[src/rtl/mem_port_arbiter.sv]
// mem_port_arbiter: shares one multi-cycle memory port between fetch (IF) and data (DM) requesters.
// Define MEM_ARB_ALIGN_CHK_EN to abort odd-address accesses without touching memory.
`timescale 1ns/1ps
module mem_port_arbiter #(
   parameter int ADDR_W  = 16,
   parameter int DATA_W  = 16,
   parameter int TIMEOUT = 64
) (
   input  logic              clk,
   input  logic              rst,
   input  logic              if_req,
   input  logic [ADDR_W-1:0] if_addr,
   input  logic              dm_req,
   input  logic              dm_wr,
   input  logic [ADDR_W-1:0] dm_addr,
   input  logic [DATA_W-1:0] dm_wdata,
   input  logic              mem_done,
   input  logic [DATA_W-1:0] mem_rdata,
   output logic              mem_req,
   output logic              mem_wr,
   output logic [ADDR_W-1:0] mem_addr,
   output logic [DATA_W-1:0] mem_wdata,
   output logic              if_valid,
   output logic [DATA_W-1:0] if_rdata,
   output logic              if_stall,
   output logic              dm_valid,
   output logic [DATA_W-1:0] dm_rdata,
   output logic              dm_stall,
   output logic              err
);
   localparam int TW = $clog2(TIMEOUT);
   typedef enum logic [1:0] {IDLE, ISSUE, WAIT, ABORT} state_t;
   state_t state;
   logic owner;
   logic [TW-1:0] timer;
   logic done, expire, fin;
   logic [ADDR_W-1:0] grant_addr;
   assign grant_addr = dm_req ? dm_addr : if_addr;
   assign done = (state == WAIT) && mem_done;
   assign expire = (state == WAIT) && !mem_done && (timer == TW'(TIMEOUT - 1));
   assign fin = done || expire || (state == ABORT);
   assign err = expire || (state == ABORT);
   assign if_valid = fin && !owner;
   assign dm_valid = fin && owner;
   assign if_rdata = (if_valid && done) ? mem_rdata : '0;
   assign dm_rdata = (dm_valid && done && !mem_wr) ? mem_rdata : '0;
   assign if_stall = if_req && !if_valid;
   assign dm_stall = dm_req && !dm_valid;
   always_ff @(posedge clk) begin
      if (rst) begin
         state     <= IDLE;
         owner     <= 1'b0;
         timer     <= '0;
         mem_req   <= 1'b0;
         mem_wr    <= 1'b0;
         mem_addr  <= '0;
         mem_wdata <= '0;
      end else begin
         mem_req <= 1'b0;
         case (state)
            IDLE: if (dm_req || if_req) begin
               owner     <= dm_req;
               mem_addr  <= grant_addr;
               mem_wr    <= dm_req && dm_wr;
               mem_wdata <= dm_req ? dm_wdata : '0;
`ifdef MEM_ARB_ALIGN_CHK_EN
               state     <= grant_addr[0] ? ABORT : ISSUE;
               mem_req   <= !grant_addr[0];
`else
               state     <= ISSUE;
               mem_req   <= 1'b1;
`endif
            end
            ISSUE: begin
               state <= WAIT;
               timer <= '0;
            end
            WAIT: begin
               timer <= timer + 1'b1;
               state <= fin ? IDLE : WAIT;
            end
            default: state <= IDLE;
         endcase
      end
   end
endmodule

[config.mk]
export PLATFORM = sky130hd
export DESIGN_NAME = mem_port_arbiter
export DESIGN_NICKNAME = d
export VERILOG_FILES = /design/src/rtl/mem_port_arbiter.sv
export SDC_FILE = /design/constraint.sdc
export NUM_CORES = 1
export LEC_CHECK = 0
export ABC_AREA = 1
export CAP_MARGIN = 20
export CORE_AREA = 2 2 83 85
export CTS_CLUSTER_DIAMETER = 40
export DETAILED_ROUTE_END_ITERATION = 10
export DIE_AREA = 0 0 85 87
export GPL_ROUTABILITY_DRIVEN = 0
export GPL_TIMING_DRIVEN = 0
export PLACE_DENSITY = 0.76
export SYNTH_ARGS = -nofsm -noshare
export SYNTH_HDL_FRONTEND = slang
export SYNTH_SLANG_ARGS = --single-unit
[constraint.sdc]
create_clock -name clk -period 1.4 [get_ports clk]
set_input_delay 0.21 -clock clk [delete_from_list [all_inputs] [get_ports clk]]
set_output_delay 0.21 -clock clk [all_outputs]
set_load 0.02 [all_outputs]
==> summary.txt <==
Routing
  • WL final: 7958 um
  • Post-route ant nets: 0
  • Via density: 4.852
  • Routed vias: 2659
  • DR DRC count: 0
  • DR WL/cell: between 10 and 15 um
  • Initial DRC Count: 135
  • DR pass1 iterations: 4

GRT
  • Initial antenna violation count: 0
  • Grt ovf: 0
  • Largest net degree at the start of global routing: 14
  • Vias in the first global route: 2377
  • First-pass GRT wire length: 10840 um
  • Gr usage total: 17.77%

Logic synthesis
  • Synth area leaders: dfxtp_1, nand2_1, nor2_1
  • Top-count cell post-synth: nand2_1
  • Ys async rst share: 0%
  • EDFF count, synth: 0
  • Avg Cell Area, Syn: ~7 sq um
  • Top cells by count, synth: nand2_1, dfxtp_1, nor2_1, inv_1, a21oi_1
  • Number of warnings issued by yosys: 0
  • Post-synth cell types: 24
  • Post-Syn Area: 2036 sq um
  • Area share of the largest cell type after synthesis: 42.29%
  • Top_reg_cell synth: dfxtp_1
  • Cells after synthesis: 294
  • Flip-flop and latch count after synthesis: 43
  • Register area share after synthesis: a little over two fifths
  • Synthesized netlist net count: 368
  • Cell taking the most area after synthesis: dfxtp_1

Worst setup path
  • Cell family with most CP delay: buffers and inverters
  • Worst endpoint data arrival time: 1.53 ns
  • Register-to-Register Path Depth: 10
  • CP startpoint kind: flip-flop
  • Crit-path slowest cell: dfxtp_1
  • Cell Chain, Critical Path: inv_1, nor2_4, nand2_8, buf_16, nor2_4, buf_6
  • Req. time, crit path: 1.19 ns
  • Endpoint class of the critical path: output port
  • Crit Path Class: flip-flop to output port
  • Most used cell, CP: nor2_4
  • Critical path buffer and inverter count: 3
  • Largest fanout on the critical path: 8
  • Critical path depth: 6
  • Max incr delay on CP: about 0.41 ns

CTS
  • CTS buffer count: 5
  • CTS Root Cell: clkbuf_8
  • Clock buffer depth: 2
  • Clk sinks: 43
  • Clock Latency Late Sink: 0.29 ns
  • H-tree depth: 2
  • TritonCTS clock tree: built
  • Clock transition at path regs: 0.09 ns

Power and ir drop
  • Pwr per Cell Area: 918.5 nW/um^2
  • Static Leak: between 2 and 2.5 nW
  • VDD IR-drop max: 609.1 uV

Outcome
  • Failing checks: setup timing
  • Status: finished, violations left

STA
  • Skew final: 0.01144 ns
  • Max Clk Rate: 574.2 MHz
  • Minimum clock period: 1.742 ns
  • Slew HR: 59.34%
  • RSZ-0062 raised after global routing: yes
  • Pins Over Slew Limit: 0
  • Final worst-path cycle share: 124.4%
  • Final hold vios: 0
  • TNS Setup: -13.17 ns
  • Final WS setup: -0.3416 ns
  • Worst slew pin tran: between 0.6 and 0.7 ns
  • Setup-failing EPs final: between 70 and 80

Finish
  • Antenna Cells: 0
  • Final nets: around 540
  • Area growth from synthesis to final layout: 116.0%
  • Fillers: 546
  • Final Util: about two thirds
  • Fraction of layout cells with a size suffix above 1: 33.97%

Floorplanning
  • Io pins: 141
  • DIE WIDTH: 85 um
  • Die area: about 7400 sq um
  • Core ar.: 6569 sq um
  • Die height: 87 um
  • Initial Utilization: 30.99%
  • Number of cell rows: 30

Place
  • IO buf count: 139
  • HPWL Detailed: 5208 um

Worst hold path
  • Worst hold stages: 3
  • Worst Hold Class: input port to flip-flop

Run
  • Max-Cap Viols: 0
## per-layer routing
metal | part of all wire (%) | vias to the layer above | track usage [%] | routed length [um]
met4 | 2.3 | 0 | 5.628 | 187
met1 | 38 | 1235 | 19.70 | 3041
met3 | 8.6 | 17 | 5.403 | 682
met2 | 51 | 128 | 32.46 | 4046
li1 | - | 1279 | - | -
met5 | 0 | - | 0 | 0
## cell families after synthesis
| kind of cell | after synthesis | synth area share, % |
|---|---|---|
| AOI/OAI and AO/OA | 58 | 15.43 |
| adders and majority gates | 4 | 2.459 |
| buffers and inverters | 49 | 11.25 |
| DFF | 43 | 42.29 |
| and+or+nand+nor | 140 | 28.58 |
## where the power goes
group	internal, mW	switching, mW
registers	1.37	0.0974
logic	0.879	0.868
clock network	0.405	0.418
## cells in the final DEF, fill, tap and decap left out, drive strengths merged
cell type	netlist	layout
and3	1	1
a22oi	1	1
clkdlybuf4s50	0	68
nor3	4	4
dfxtp	43	43
nor3b	1	1
ha	4	4
dlygate4sd2	0	34
clkinv	1	3
nand4	1	1
a31oi	17	17
o21ai	17	17
nand3	4	4
clkbuf	4	15
a21oi	23	23
nand2	84	84
nor2	45	45
inv	35	35
buf	9	68
## sequential cells by signal (all words and copies together) (netlist names)
register / cells
mem_addr: 16
mem_req: 1
mem_wdata: 16
mem_wr: 1
owner: 1
state: 2
timer: 6
## metrics by stage
| step | setup slack, ns | hold slack (ns) | cells | area [sq um] | power, mW |
|---|---|---|---|---|---|
| after global placement | -0.7701 | 0.4453 | 513 | 3724 | 2.776 |
| final | -0.3416 | 0.2399 | 548 | 4397 | 4.038 |
| after global routing | -0.4249 | 0.2291 | 548 | 4397 | 4.233 |
| after CTS | -0.3209 | 0.2250 | 526 | 3906 | 3.648 |
| after floorplan | -0.01482 | 0.3477 | 294 | 2232 | 2.182 |
| after detailed placement | -0.8171 | 0.4496 | 513 | 3724 | 2.802 |
## worst register-to-register path, stage by stage (launching register included)
cell	delay, ns
dfxtp_2	0.36
inv_2	0.06
buf_4	0.13
buf_6	0.11
ha_4	0.29
nand2_2	0.08
nor3b_4	0.25
nand2_1	0.10
nand2_1	0.08
nand2_1	0.05
nor2_1	0.07
## path summary, 6_finish.rpt
kind	slack [ns]	end	from
setup / recovery	-0.34	dm_rdata[8]	owner
hold / removal	0.24	mem_addr[8]	dm_req
setup reg to reg	-0.23	timer[5]	state[0]
hold reg to reg	0.46	mem_wdata[11]	mem_wdata[11]
## timing repair
item,CTS,global route
buffers inserted,4,17
hold buffers,0,0
setup endpoints to repair,97,67
resized for setup,264,68
pin swaps,12,13
gates cloned,1,5
## final cells by class
cell class	count	area (sq um)	area share [%]
timing repair buffer	165	1710	38.90
multi-input combinational	202	1329	30.22
sequential	43	865.8	19.69
inverter	36	152.6	3.472
buffer	13	137.6	3.130
tap	80	100.1	2.277
clock buffer	7	86.33	1.964
clock inverter	1	8.758	0.1992
timing repair inverter	1	6.256	0.1423
Power figures use the tool's default switching activity.
